--- src/rtl/panel_key_event_ctrl.sv ---
// Front-panel key and rotary-encoder event controller.
// Raw keys are synchronized, debounced on a slow sample tick, turned into
// press/release events and queued in an 8-deep show-ahead FIFO. Two
// quadrature encoders are decoded every clock into signed step counts.

// Per-key debouncer: flips the stable level after DB_SAMPLES consecutive
// differing sample ticks.
module panel_key_debounce #(
  parameter logic [2:0] DB_SAMPLES = 3'd4
) (
  input  logic clk,
  input  logic rst_n,
  input  logic tick,
  input  logic level,
  output logic state,
  output logic flip
);

  logic [2:0] cnt;
  logic       differ;

  // A flip is due when this tick would bring the counter to DB_SAMPLES.
  always_comb begin
    differ = level ^ state;
    flip   = tick && differ && ((cnt + 3'd1) == DB_SAMPLES);
  end

  // Counter and stable level; counter clears on agreement or on a flip.
  always_ff @(posedge clk) begin
    if (!rst_n) begin
      cnt   <= '0;
      state <= 1'b1;
    end else if (tick) begin
      if (!differ || flip) begin
        cnt <= '0;
      end else begin
        cnt <= cnt + 3'd1;
      end
      if (flip) begin
        state <= ~state;
      end
    end
  end

endmodule

// Quadrature decoder with its own 2-flop synchronizer.
module panel_quad_decoder (
  input  logic       clk,
  input  logic       rst_n,
  input  logic       a,
  input  logic       b,
  output logic [7:0] count
);

  logic [1:0] meta;
  logic [1:0] sync;
  logic [1:0] prev;
  logic [1:0] delta;
  logic       inc;
  logic       dec;

  // Gray {A,B} to position: 00->0, 01->1, 11->2, 10->3.
  function automatic logic [1:0] gray_pos(input logic [1:0] g);
    return {g[1], g[1] ^ g[0]};
  endfunction

  // Position difference mod 4: +1 forward, -1 reverse, 0 or 2 ignored.
  always_comb begin
    delta = gray_pos(sync) - gray_pos(prev);
    inc   = (delta == 2'd1);
    dec   = (delta == 2'd3);
  end

  // Synchronizer, previous-state register and wrapping step counter.
  always_ff @(posedge clk) begin
    if (!rst_n) begin
      meta  <= '1;
      sync  <= '1;
      prev  <= '1;
      count <= '0;
    end else begin
      meta <= {a, b};
      sync <= meta;
      prev <= sync;
      if (inc) begin
        count <= count + 8'd1;
      end else if (dec) begin
        count <= count - 8'd1;
      end
    end
  end

endmodule

// 8-deep show-ahead event FIFO; head reads as zero while empty.
module panel_event_fifo (
  input  logic       clk,
  input  logic       rst_n,
  input  logic       push,
  input  logic [7:0] push_data,
  input  logic       pop_req,
  output logic       valid,
  output logic       full,
  output logic [7:0] head
);

  logic [7:0] mem [8];
  logic [2:0] wr_ptr;
  logic [2:0] rd_ptr;
  logic [3:0] count;
  logic       pop;

  // Status flags and gated head; pops while empty are ignored.
  always_comb begin
    valid = (count != 4'd0);
    full  = (count == 4'd8);
    pop   = pop_req && valid;
    head  = valid ? mem[rd_ptr] : '0;
  end

  // Storage needs no reset: it is only visible through the count.
  always_ff @(posedge clk) begin
    if (push) begin
      mem[wr_ptr] <= push_data;
    end
  end

  // Pointers and occupancy.
  always_ff @(posedge clk) begin
    if (!rst_n) begin
      wr_ptr <= '0;
      rd_ptr <= '0;
      count  <= '0;
    end else begin
      if (push) begin
        wr_ptr <= wr_ptr + 3'd1;
      end
      if (pop) begin
        rd_ptr <= rd_ptr + 3'd1;
      end
      case ({push, pop})
        2'b10:   count <= count + 4'd1;
        2'b01:   count <= count - 4'd1;
        default: count <= count;
      endcase
    end
  end

endmodule

module panel_key_event_ctrl #(
  parameter logic [15:0] TICK_DIV   = 16'd50000,
  parameter logic [2:0]  DB_SAMPLES = 3'd4
) (
  input  logic        PLD_MCLK,
  input  logic        EPL_RESETN,
  input  logic [12:0] KEY_IN,
  input  logic        ENC0_A,
  input  logic        ENC0_B,
  input  logic        ENC1_A,
  input  logic        ENC1_B,
  input  logic        EVT_READ,
  input  logic        LOST_CLR,
  output logic [12:0] KEY_STATE,
  output logic        EVT_VALID,
  output logic [7:0]  EVT_DATA,
  output logic [7:0]  ENC0_COUNT,
  output logic [7:0]  ENC1_COUNT,
  output logic        IRQ_N,
  output logic        LOST
);

  logic [12:0] key_meta;
  logic [12:0] key_sync;
  logic [15:0] presc;
  logic        tick;
  logic [12:0] flip;
  logic [12:0] pending;
  logic [12:0] pol;
  logic [12:0] grant;
  logic        grant_any;
  logic [3:0]  grant_idx;
  logic [12:0] overwrite;
  logic [7:0]  push_data;
  logic        fifo_full;

  // Two-flop synchronizer for the raw keys.
  always_ff @(posedge PLD_MCLK) begin
    if (!EPL_RESETN) begin
      key_meta <= '1;
      key_sync <= '1;
    end else begin
      key_meta <= KEY_IN;
      key_sync <= key_meta;
    end
  end

  // Sample tick is high during the last prescaler count.
  always_comb begin
    tick = (presc == (TICK_DIV - 16'd1));
  end

  // Prescaler counting 0..TICK_DIV-1.
  always_ff @(posedge PLD_MCLK) begin
    if (!EPL_RESETN) begin
      presc <= '0;
    end else if (tick) begin
      presc <= '0;
    end else begin
      presc <= presc + 16'd1;
    end
  end

  for (genvar g = 0; g < 13; g++) begin : g_key
    panel_key_debounce #(
      .DB_SAMPLES(DB_SAMPLES)
    ) u_db (
      .clk   (PLD_MCLK),
      .rst_n (EPL_RESETN),
      .tick  (tick),
      .level (key_sync[g]),
      .state (KEY_STATE[g]),
      .flip  (flip[g])
    );
  end

  // Fixed-priority grant of the lowest pending key while the FIFO has room.
  always_comb begin
    grant     = '0;
    grant_any = 1'b0;
    grant_idx = '0;
    if (!fifo_full) begin
      for (int unsigned i = 0; i < 13; i++) begin
        if (pending[i] && !grant_any) begin
          grant[i]  = 1'b1;
          grant_any = 1'b1;
          grant_idx = 4'(i);
        end
      end
    end
    // A key granted this cycle may flip again without losing anything:
    // the old edge is pushed now and the new one becomes pending.
    overwrite = flip & pending & ~grant;
    push_data = {pol[grant_idx], 3'b000, grant_idx};
  end

  // Pending edges and their polarity; pol is 1 when the key went to 0.
  always_ff @(posedge PLD_MCLK) begin
    if (!EPL_RESETN) begin
      pending <= '0;
      pol     <= '0;
    end else begin
      pending <= (pending & ~grant) | flip;
      pol     <= (pol & ~flip) | (flip & KEY_STATE);
    end
  end

  // Sticky lost flag; a same-cycle overwrite wins over the clear.
  always_ff @(posedge PLD_MCLK) begin
    if (!EPL_RESETN) begin
      LOST <= 1'b0;
    end else if (|overwrite) begin
      LOST <= 1'b1;
    end else if (LOST_CLR) begin
      LOST <= 1'b0;
    end
  end

  panel_event_fifo u_fifo (
    .clk       (PLD_MCLK),
    .rst_n     (EPL_RESETN),
    .push      (grant_any),
    .push_data (push_data),
    .pop_req   (EVT_READ),
    .valid     (EVT_VALID),
    .full      (fifo_full),
    .head      (EVT_DATA)
  );

  // Interrupt is asserted low while any event is queued.
  always_comb begin
    IRQ_N = ~EVT_VALID;
  end

  panel_quad_decoder u_enc0 (
    .clk   (PLD_MCLK),
    .rst_n (EPL_RESETN),
    .a     (ENC0_A),
    .b     (ENC0_B),
    .count (ENC0_COUNT)
  );

  panel_quad_decoder u_enc1 (
    .clk   (PLD_MCLK),
    .rst_n (EPL_RESETN),
    .a     (ENC1_A),
    .b     (ENC1_B),
    .count (ENC1_COUNT)
  );

endmodule

--- config.mk ---
export PLATFORM = sky130hd
export DESIGN_NAME = panel_key_event_ctrl
export DESIGN_NICKNAME = d
export VERILOG_FILES = /design/src/rtl/panel_key_event_ctrl.sv
export SDC_FILE = /design/constraint.sdc
export NUM_CORES = 1
export LEC_CHECK = 0
export CAP_MARGIN = 20
export CORE_MARGIN = 5
export CORE_UTILIZATION = 55
export DETAILED_ROUTE_END_ITERATION = 6
export PLACE_DENSITY = 0.75
export SYNTH_ARGS = -nofsm -noshare
export SYNTH_HDL_FRONTEND = slang
export SYNTH_HIERARCHICAL = 1
export SYNTH_SLANG_ARGS = --single-unit
--- constraint.sdc ---
create_clock -name PLD_MCLK -period 9.7 [get_ports PLD_MCLK]
set_clock_uncertainty 0.15 [all_clocks]
set_input_delay 1.94 -clock PLD_MCLK [delete_from_list [all_inputs] [get_ports PLD_MCLK]]
set_output_delay 1.94 -clock PLD_MCLK [all_outputs]
set_load 0.05 [all_outputs]
* Yosys cells after proc, flatten, opt, wreduce, memory -nomap -nowiden
Memory sizes are Yosys's and may differ from the RTL's. A register that Yosys moved wholly into a read port is not among the register bits.
Index checks and enable logic that the tools add are counted.
** Cells by class
- Add/subtract/negate cells :: 24
- Order comparisons :: 1
- Eq/ne operators :: 21
- Muxes and demuxes :: 79
- Bitwise logic cells :: 41
- Reduce and logical (&&, ||, !) cells :: 97
** Operator list (number)
- $and 13x13->13 :: 5
- $mux 4 :: 12
- $add 3x1->3 const B :: 15
- $mux 3 :: 15
- $mux 1 :: 44
- $mux 8 :: 5
- $eq 3x3->1 const B :: 13
- $logic_and 1x1->1 :: 39
- $not 13->13 :: 2
- $or 13x13->13 :: 2
- $reduce_and 2->1 :: 13
- $logic_not 1->1 :: 25
- $xor 1x1->1 :: 17
- $add 16x1->16 const B :: 1
- $add 8x1->8 const B :: 2
- $eq 16x16->1 const B :: 1
- $sub 8x1->8 const B :: 2
- $not 1->1 :: 15
- $logic_or 1x1->1 :: 13
- $mux 13 :: 1
- $reduce_or 13->1 :: 1
- $pmux 4 s2 :: 1
- $reduce_bool 2->1 :: 4
- $eq 2x1->1 const B :: 3
- other kinds (9) :: 12
** Storage, ports and cells
- Register bits :: 159
- Bits in writable memories :: 40
- Bits of input ports :: 21
- Output and inout port bits :: 40
- Logic and storage cells :: 307
- Memories kept :: 1
** Memories
- u_fifo.mem :: depth 8, bits a word 5, rd ports 1, clocked after Yosys merged registers in 1, write ports 1, RTL line 108 : logic [7:0] mem [8];

* Logic depth before layout (Yosys ltp)
Gate-level depths: netlist of run 1.
- Word-level depth :: 54
- Gate-level depth with buffers :: 12
- Depth with buffers taken out :: 12

* Modules after synthesis
The synthesis of run 1 kept the hierarchy.
** By module, submodules not included
- panel_event_fifo :: instances 1, cells an instance 176, area an instance 3114.2 µm², seq. area each 2182.1 µm²
- panel_key_event_ctrl :: instances 1, cells an instance 286, area an instance 2851.5 µm², seq. area each 1381.3 µm²
- panel_key_debounce :: instances 13, cells an instance 22, area an instance 216.5 µm², seq. area each 80.1 µm²
- panel_quad_decoder at u_enc0 :: instances 1, cells an instance 84, area an instance 774.5 µm², seq. area each 280.3 µm²
- panel_quad_decoder at u_enc1 :: instances 1, cells an instance 85, area an instance 772.0 µm², seq. area each 280.3 µm²

* Least setup slack after synthesis of run 1
No wires, ideal clock.
- Kind :: reg-to-output
- Start point :: register with a tool-made name
- End point :: output port EVT_DATA[5]
- Data arrival time :: 1.702 ns
- Data required time :: 7.610 ns
- Path slack :: 5.908 ns
- Stages on the path, launching flop included :: 6
- Buffers on the path :: 2
- Path through :: dfxtp_1 -> buf_2 -> buf_4 -> mux4_2 -> mux2i_1 -> nor2_1
** RTL lines
- end: declaration :: RTL line 167 : output logic [7:0] EVT_DATA,

==> impl_metrics.ini, run 1 <==
[cells_and_area]
multiInputGateArea_um2 = 5030
fin_area_um2 = 12000
fillers = 1463
fin_cells = 1262
layout.nets = 1079
diodes = 0
layout-drive-gt1-share_pct = 8.66
area_delta_synth_final_pct = 16.2
seqCellArea_um2 = 5160

[die]
die_height_um = 147
ioPinCount = 61
die-area_um2 = 21600
die_w_um = 147
core-area_um2 = 18600
fp-row-count = 50
floorplan.initialDensity_pct = 55.6

[setup_path]
crit_family = flip-flops
r2r-end = LOST
crit_buf_inv = 1
cp_cell_sequence = mux4_2 > mux2i_1 > nor2_1 > clkdlybuf4s50_1
required_ns = 7.61
reg2reg_from = presc[12]
startpoint_type = register
max_stage_delay_ns = 0.77
cp_max_fo = 16
cp_slowest_cell = dfxtp_1
r2r_setup_slack_ns = 6.28
critPathArrivalTime_ns = 2.63
cp-end-kind = output pin
path_class = reg2out
r2r_cells = 12

[power]
seq_power_share_pct = 47.1
power_leakage_nw = 4.36
power_density_nw_per_um2 = 179
p_switching_mw = 0.543
finalPower_mw = 2.15
comb_power_share_pct = 12.9
swShare_pct = 25.3
p_int_mw = 1.61
ir_drop_uv = 117
p_clk_share_pct = 40.0

[yosys]
ys_top_cells_by_count = dfxtp_1 (162), edfxtp_1 (64), nand2_1 (53), nand3b_1 (53), nor2_1 (53)
synth_cell_types = 72
synthFlopType = dfxtp_1
yosysWarnings = 6
netlist_area_um2 = 10300
seq_area_frac_synth_pct = 50.0
synth_top_cell_by_area = dfxtp_1
syn_inst = 917
synth-edff-count = 64
netlist.area_leader.share_pct = 31.4
synthArstFlopShare_pct = 0
yosys-top-cells-area = dfxtp_1 (31%), edfxtp_1 (19%), ha_1 (5.6%)
syn_avg_cell_area_um2 = 11.3
synth_most_common_cell = dfxtp_1
ys_seq_elements = 226

[placement]
dp.cells = 1217
placed_area_um2 = 11200
post-dp-hpwl_um = 12200
gp_congestion = 0.816
pre_cts_ws_ns = 5.02
port_buffers = 60

[timing]
min_period_over_period_pct = 48.7
worst_pin_slew_ns = 1.03
drv_slew = 0
fin_ws_ns = 4.98
maxSlewHeadroom_pct = 31.3
rsz0062_at_grt = false
setup_viol = 0
max_freq_mhz = 212
final_hold_viol_count = 0
fin_setup_tns_ns = 0
post-route-min-period_ns = 4.72

[clock_tree]
numCtsBuffers = 24
cts_htree_levels = 1
clock_latency_ns = 0.51
post_cts.repair.setup_buffers = 0
cts_tree = done
cts-resized-gates = 0
path_clk_slew_ns = 0.06
postCtsHoldBufs = 0
clockRootBuffer = clkbuf_16
ctsLongestPathBuffers = 3
cts_sinks = 226

[global_route]
grt_overflow = 0
grt_pass1_wl_um = 31600
grt_antenna_before_repair = 0
grt_max_degree = 114
grt_pass1_vias = 6560
grtUsageTotal_pct = 17.0

[detailed_routing]
totalWireLength_um = 18300
wire_per_inst_um = 14.5
postRouteAntennaNets = 0
dr.pass1.iters = 5
drc_errors = 0
drt_iter0_drc = 394
vias = 6856
viasPerCell = 5.43

[worst_hold_path]
hold-path-cell-count = 1
hold_end = key_sync[12]
min_from = key_meta[12]
hp-class = reg2reg

[flow_run]
drv_cap = 0

[run_status]
outcome = completed
==> cell usage in the layout (no fill, tap or decap), types with 13 or more instances in the layout <==
cell and n:
mux4_2 16, a21oi_1 31, edfxtp_1 64, o21ai_0 41, mux2i_1 31, nand4bb_1 14
nand4b_1 13, nand2b_1 48, inv_1 24, conb_1 24, nor2_1 53, clkbuf_16 25
clkdlybuf4s50_1 59, and2_1 15, nand3_1 15, nand3b_1 53, o31ai_2 13, nand2_1 53
dfxtp_1 162, xnor2_1 33, ha_1 46, o21ai_1 13, o21a_1 13, nor2b_1 24
and3b_1 13, xor2_1 15
==> routing by layer <==
layer | vias up | part of all wire, % | GRT usage (%) | wire length, um
met5 | - | 0 | 0 | 0
met4 | 0 | 1.4 | 3.77 | 257
met3 | 22 | 4.5 | 2.99 | 824
met2 | 120 | 45 | 27.4 | 8300
met1 | 3205 | 49 | 24.4 | 8880
li1 | 3509 | - | - | -
==> power groups by stage <==
| stage | combinational (mW) | sequential, mW | clock, mW |
|---|---|---|---|
| 2_1_floorplan | 0.145 | 1.09 | 0 |
| 3_3_place_gp | 0.274 | 1.03 | 0 |
| 3_5_place_dp | 0.276 | 1.03 | 0 |
| 4_1_cts | 0.278 | 1.01 | 0.885 |
| 5_1_grt | 0.307 | 1.02 | 0.929 |
| 6_report | 0.278 | 1.01 | 0.859 |
==> kinds of logic after synthesis <==
kind of cell               share of synthesized area, %
xor gates and xnor gates                           4.53
DFF                                                50.0
adders and majority gates                          5.96
muxes                                              6.49
buffers and inverters                              2.11
other                                            0.0363
and+or+nand+nor                                    20.7
AOI/OAI and AO/OA                                  10.1
==> stage by stage <==
step | hold WS (ns) | util [%]
floorplan | 0.236 | -
detailed placement | 0.242 | 60.4
global placement | 0.238 | 60.4
global route | 0.275 | 64.6
finish | 0.251 | 64.6
CTS | 0.254 | 64.5
==> worst max path at each step <==
stage               slack (ns)           to      from  cells past startpoint
finish                    4.98  EVT_DATA[1]  register                      4
global route              4.86  EVT_DATA[5]  register                      4
CTS                       4.49  EVT_DATA[1]  register                      4
detailed placement        5.02  EVT_DATA[1]  register                      4
global placement          5.17  EVT_DATA[1]  register                      4
floorplan                 5.91  EVT_DATA[5]  register                      5
==> flip-flops by register name (all words and copies together), names as in the netlist, 3 cells and up, named ones only <==
signal,flops
u_enc0/count,8
u_fifo/count,4
u_fifo/rd_ptr,3
u_fifo/wr_ptr,3
u_fifo/mem,64
g_key.u_db/cnt,39
pending,13
key_meta,13
u_enc1/count,8
g_key.u_db/state,13
key_sync,13
presc,16
==> cell type report <==
class | count | share of cell area [%]
tap | 234 | 2.44
sequential | 226 | 43.0
clock buffer | 29 | 5.34
inverter | 26 | 0.834
timing repair buffer | 66 | 5.56
multi-input combinational | 666 | 41.9
clock inverter | 15 | 0.907
==> worst register-to-register path: cells and delay by family (launching register included) <==
family,cells,cell delay (ns)
flip-flops,1,0.34
buffers and inverters,2,1.09
AO/OA/AOI/OAI,4,0.55
AND/OR/NAND/NOR,6,1.20
(Power assumes the default switching activity.)
==> run 2, diff against run 1 <==
clock period = 4.68 ns   (was 9.7 ns; I/O delays follow)
==> run 2 against run 1 <==
  * Sequential power rose by 110%
  * Register-to-register slack got worse by 4.9 ns
  * Clock power rose by 110%
  * Cell area rose by 0.30%
  * Worst hold slack barely moved
  * Setup slack got worse by 4.1 ns
  * Wire length rose by 1.6%
  * Critical path depth rose by 1
  * Critical path type unchanged
  * Critical endpoint is now EVT_DATA[6]
  * Largest power group unchanged
==> impl_metrics.ini, run 2 (synthesized netlist as in run 1, its figures left out) <==
[power]
comb_power_share_pct = 12.9
p_clk_share_pct = 40.2
power_density_nw_per_um2 = 371
p_int_mw = 3.36
seq_power_share_pct = 46.9
ir_drop_uv = 269
swShare_pct = 24.9
power_leakage_nw = 4.40
p_switching_mw = 1.11

[cells_and_area]
final_cell_mix = dfxtp_1 (162), edfxtp_1 (64), clkdlybuf4s50_1 (59)
largest_reg_flops = 64
diodes = 0
reg_top3 = u_fifo/mem: 64 flops, g_key.u_db/cnt: 39 flops, presc: 16 flops
final_common_cell = dfxtp_1
regMostFlops = u_fifo/mem
fin_cells = 1264
layout-drive-gt1-share_pct = 8.83
layout.nets = 1081
area_delta_synth_final_pct = 16.6

[global_route]
grt_pass1_wl_um = 31600
grt_overflow = 0
grt_pass1_vias = 6546
grt_max_degree = 110
grt_antenna_before_repair = 0
grtUsageTotal_pct = 17.1

[detailed_routing]
drt_iter0_drc = 390
viasPerCell = 5.48
drc_errors = 0
vias = 6923
dr.pass1.iters = 5
wire_per_inst_um = 14.7
totalWireLength_um = 18600
postRouteAntennaNets = 0

[setup_path]
r2r_cells = 7
crit_family = buffers and inverters
required_ns = 3.59
critPathArrivalTime_ns = 2.69
cp_slowest_cell = clkdlybuf4s50_1
path_class = reg2out
r2r-end = u_fifo/mem[5][7]
max_stage_delay_ns = 0.73
cp-end-kind = output pin
reg2reg_from = u_fifo/count[0]
r2r_setup_slack_ns = 1.38
crit_buf_inv = 2
startpoint_type = register
cp_max_fo = 14
cp_cell_sequence = buf_16 > mux4_2 > mux2i_1 > nor2_1 > clkdlybuf4s50_1

[timing]
max_freq_mhz = 265
worst_pin_slew_ns = 0.907
min_period_over_period_pct = 80.7
worst_hold_slack_ns = 0.251
fin_setup_tns_ns = 0
maxSlewHeadroom_pct = 39.3
final_hold_viol_count = 0
setup_viol = 0
rsz0062_at_grt = false
drv_slew = 0
post-route-min-period_ns = 3.78

[clock_tree]
path_clk_slew_ns = 0.06
post_cts.repair.setup_buffers = 0
cts_htree_levels = 1
numCtsBuffers = 24
clockRootBuffer = clkbuf_16
cts_sinks = 226
cts-resized-gates = 0
cts_tree = done
clock_latency_ns = 0.50
ctsLongestPathBuffers = 3
postCtsHoldBufs = 0

[placement]
dp.cells = 1219
gp_congestion = 0.831
post-dp-hpwl_um = 12400
port_buffers = 60

[die]
fp-row-count = 50
die_height_um = 147
die-area_um2 = 21600
floorplan.initialDensity_pct = 55.6
ioPinCount = 61
die_w_um = 147
core-area_um2 = 18600

[worst_hold_path]
hp-class = reg2reg
hold_end = key_sync[12]
min_from = key_meta[12]
hold-path-cell-count = 1

[flow_run]
drv_cap = 0

[run_status]
outcome = completed
-- run 2: cell count changes in the layout (fill, tap and decap cells not counted), sizes merged --
cell,before,now
buf,7,9
clkinvlp,5,2
clkbuf,29,31
clkinv,9,10
-- run 2: stage by stage --
stage / area, um^2 / power, mW / utilization (%) / setup WS, ns
after floorplan: 10400 / 2.56 / - / 1.28
after global placement: 11300 / 2.71 / 60.6 / 1.15
after detailed placement: 11300 / 2.72 / 60.6 / 0.951
after CTS: 12000 / 4.52 / 64.7 / 0.424
after global routing: 12000 / 4.68 / 64.8 / 0.789
final: 12000 / 4.47 / 64.8 / 0.903
-- run 2: worst max path at each step --
| stage | from | endpoint | slack (ns) | cells after the start |
|---|---|---|---|---|
| after detailed placement | register | EVT_DATA[6] | 0.95 | 4 |
| after global routing | register | EVT_DATA[7] | 0.79 | 5 |
| after floorplan | presc[12] | LOST | 1.28 | 12 |
| after global placement | register | EVT_DATA[3] | 1.15 | 4 |
| after CTS | register | EVT_DATA[6] | 0.42 | 4 |
| final | register | EVT_DATA[6] | 0.90 | 5 |
-- run 2: final cells by class --
| type | count | area, um^2 |
|---|---|---|
| Timing Repair Buffer | 68 | 694 |
| Fill cell | 1483 | 6540 |
| Inverter | 26 | 100 |
| Multi-Input combinational cell | 666 | 5030 |
| Clock buffer | 31 | 668 |
| Clock inverter | 13 | 90.1 |
| Tap cell | 234 | 293 |
| Sequential cell | 226 | 5160 |
-- run 2: layer usage --
layer,vias to the layer above,part of all wire [%],GRT usage (%)
met5,-,0,0
met4,0,1.8,3.73
met3,25,4.2,2.96
met2,116,47,27.7
met1,3276,47,24.2
li1,3506,-,-
-- run 2: power by group through the flow --
| stage | sequential (mW) | clock [mW] | combinational, mW |
|---|---|---|---|
| after global placement | 2.14 | 0 | 0.567 |
| after detailed placement | 2.14 | 0 | 0.575 |
| after CTS | 2.10 | 1.85 | 0.580 |
| final | 2.10 | 1.80 | 0.577 |
| after global routing | 2.11 | 1.94 | 0.636 |
| after floorplan | 2.26 | 0 | 0.301 |
==> run 3, diff against run 2 <==
CORE_UTILIZATION = 54   (was 55)
PLACE_DENSITY = 0.76   (was 0.75)
clock period = 3.09 ns   (was 4.68 ns; I/O delays follow)
==> run 3 against run 2 <==
  * Setup slack lost 0.76 ns
  * Largest power group unchanged
  * First-iteration DRC count shrank 7.2%
  * Count of clock-buffer cells in the layout grew 5
  * Flip-flop and latch count is the same
  * Sequential share of layout area shrank 0.63 points
==> impl_metrics.ini, run 3 (synthesized netlist as in run 1, its figures left out) <==
[cells_and_area]
regMostFlops = u_fifo/mem
diodes = 0
reg_top3 = u_fifo/mem: 64 flops, g_key.u_db/cnt: 39 flops, presc: 16 flops
layout.nets = 1107
final_cell_mix = dfxtp_1 (161), edfxtp_1 (64), nand2_1 (53), nand3b_1 (53), nor2_1 (52)
largest_reg_flops = 64
area_delta_synth_final_pct = 18.4
layout-drive-gt1-share_pct = 12.5
fillers = 1465
final_common_cell = dfxtp_1

[die]
die_w_um = 148
floorplan.initialDensity_pct = 55.0
die_height_um = 148
fp-row-count = 50
die-area_um2 = 22000
core-area_um2 = 18800
ioPinCount = 61

[clock_tree]
cts_htree_levels = 1
cts_sinks = 226
path_clk_slew_ns = 0.06
clock_latency_ns = 0.51
clockRootBuffer = clkbuf_16
numCtsBuffers = 25
post_cts.repair.setup_buffers = 0
cts_tree = done
ctsLongestPathBuffers = 3

[flow_run]
drv_cap = 0

[placement]
port_buffers = 60
post-dp-hpwl_um = 12800
gp_congestion = 0.818

[power]
power_leakage_nw = 4.53
power_density_nw_per_um2 = 551
ir_drop_uv = 430
finalPower_mw = 6.73

[run_status]
outcome = completed

[timing]
min_period_over_period_pct = 95.5
post-route-min-period_ns = 2.95
maxSlewHeadroom_pct = 61.9
worst_pin_slew_ns = 0.571
rsz0062_at_grt = false
fin_setup_tns_ns = 0
max_freq_mhz = 339
final_hold_viol_count = 0
setup_viol = 0
drv_slew = 0

[global_route]
grt_pass1_vias = 6861
grt_antenna_before_repair = 0
grt_pass1_wl_um = 32100
grt_max_degree = 84
grtUsageTotal_pct = 17.2
grt_overflow = 0

[setup_path]
path_class = reg2out
r2r_setup_slack_ns = 0.23
startpoint_type = register
cp_max_fo = 6
critPathArrivalTime_ns = 2.18
required_ns = 2.32
cp-end-kind = output pin

[worst_hold_path]
hp-class = reg2reg

[detailed_routing]
vias = 6979
viasPerCell = 5.41
totalWireLength_um = 18900
dr.pass1.iters = 5
wire_per_inst_um = 14.6
drt_iter0_drc = 362
drc_errors = 0
postRouteAntennaNets = 0
-- run 3: changes by cell type in the layout (fill, tap and decap cells not counted), sizes merged --
cell / previous run / this run
clkinv: 10 / 7
clkdlybuf4s50: 59 / 50
clkinvlp: 2 / 1
bufinv: 1 / 0
clkbuf: 31 / 36
dlygate4sd2: 0 / 1
buf: 9 / 42
-- run 3: worst max-delay path, stage by stage (launching register included) --
cell and delay, ns:
dfxtp_1 0.31, buf_4 0.16, nor4_4 0.43, inv_4 0.07, clkdlybuf4s50_1 0.71
-- run 3: per-layer routing --
metal	part of all wire (%)	GRT usage, %	up-vias
met5	0	0	-
met4	2.1	4.06	0
met3	4.0	2.89	29
met2	48	29.4	115
met1	46	23.0	3269
li1	-	-	3566
-- run 3: cell type report --
class / count / area, um^2 / share of cell area [%]
flip-flops and latches: 226 / 5170 / 42.3
clock buffers: 36 / 697 / 5.70
repair buffers: 93 / 853 / 6.98
well taps: 234 / 293 / 2.40
clock inverters: 8 / 47.5 / 0.389
inverters: 26 / 104 / 0.850
multi-input cells: 666 / 5060 / 41.4
-- run 3: what timing repair did --
action / CTS / global route
hold buffers: 0 / 0
hold endpoints to repair: 0 / 0
setup endpoints to repair: 5 / 11
gates resized for setup: 2 / 4
-- run 3: power by group --
group          internal (mW)  switching [mW]
clock                   1.56            1.10
sequential              3.12          0.0608
combinational          0.370           0.515
total                   5.05            1.68
-- run 3: through the flow --
stage | instance area [um^2] | setup slack, ns | instances | hold WS (ns) | utilization, %
2_1_floorplan | 10400 | 0.00404 | 940 | 0.236 | -
3_3_place_gp | 11500 | 0.263 | 1245 | 0.239 | 61.1
3_5_place_dp | 11500 | 0.153 | 1245 | 0.241 | 61.1
4_1_cts | 12200 | 0.102 | 1289 | 0.254 | 65.0
5_1_grt | 12200 | 0.00816 | 1289 | 0.273 | 65.1
6_report | 12200 | 0.139 | 1289 | 0.253 | 65.1
-- run 3: path summary, 6_finish.rpt --
check	start	endpoint	depth (start not counted)
worst min-delay path	key_meta[3]	key_sync[3]	1
worst min register to register	key_meta[3]	key_sync[3]	1
worst max-delay path	u_fifo/count[1]	EVT_VALID	4
worst max register to register	u_enc1/sync[1]	u_enc1/count[7]	11
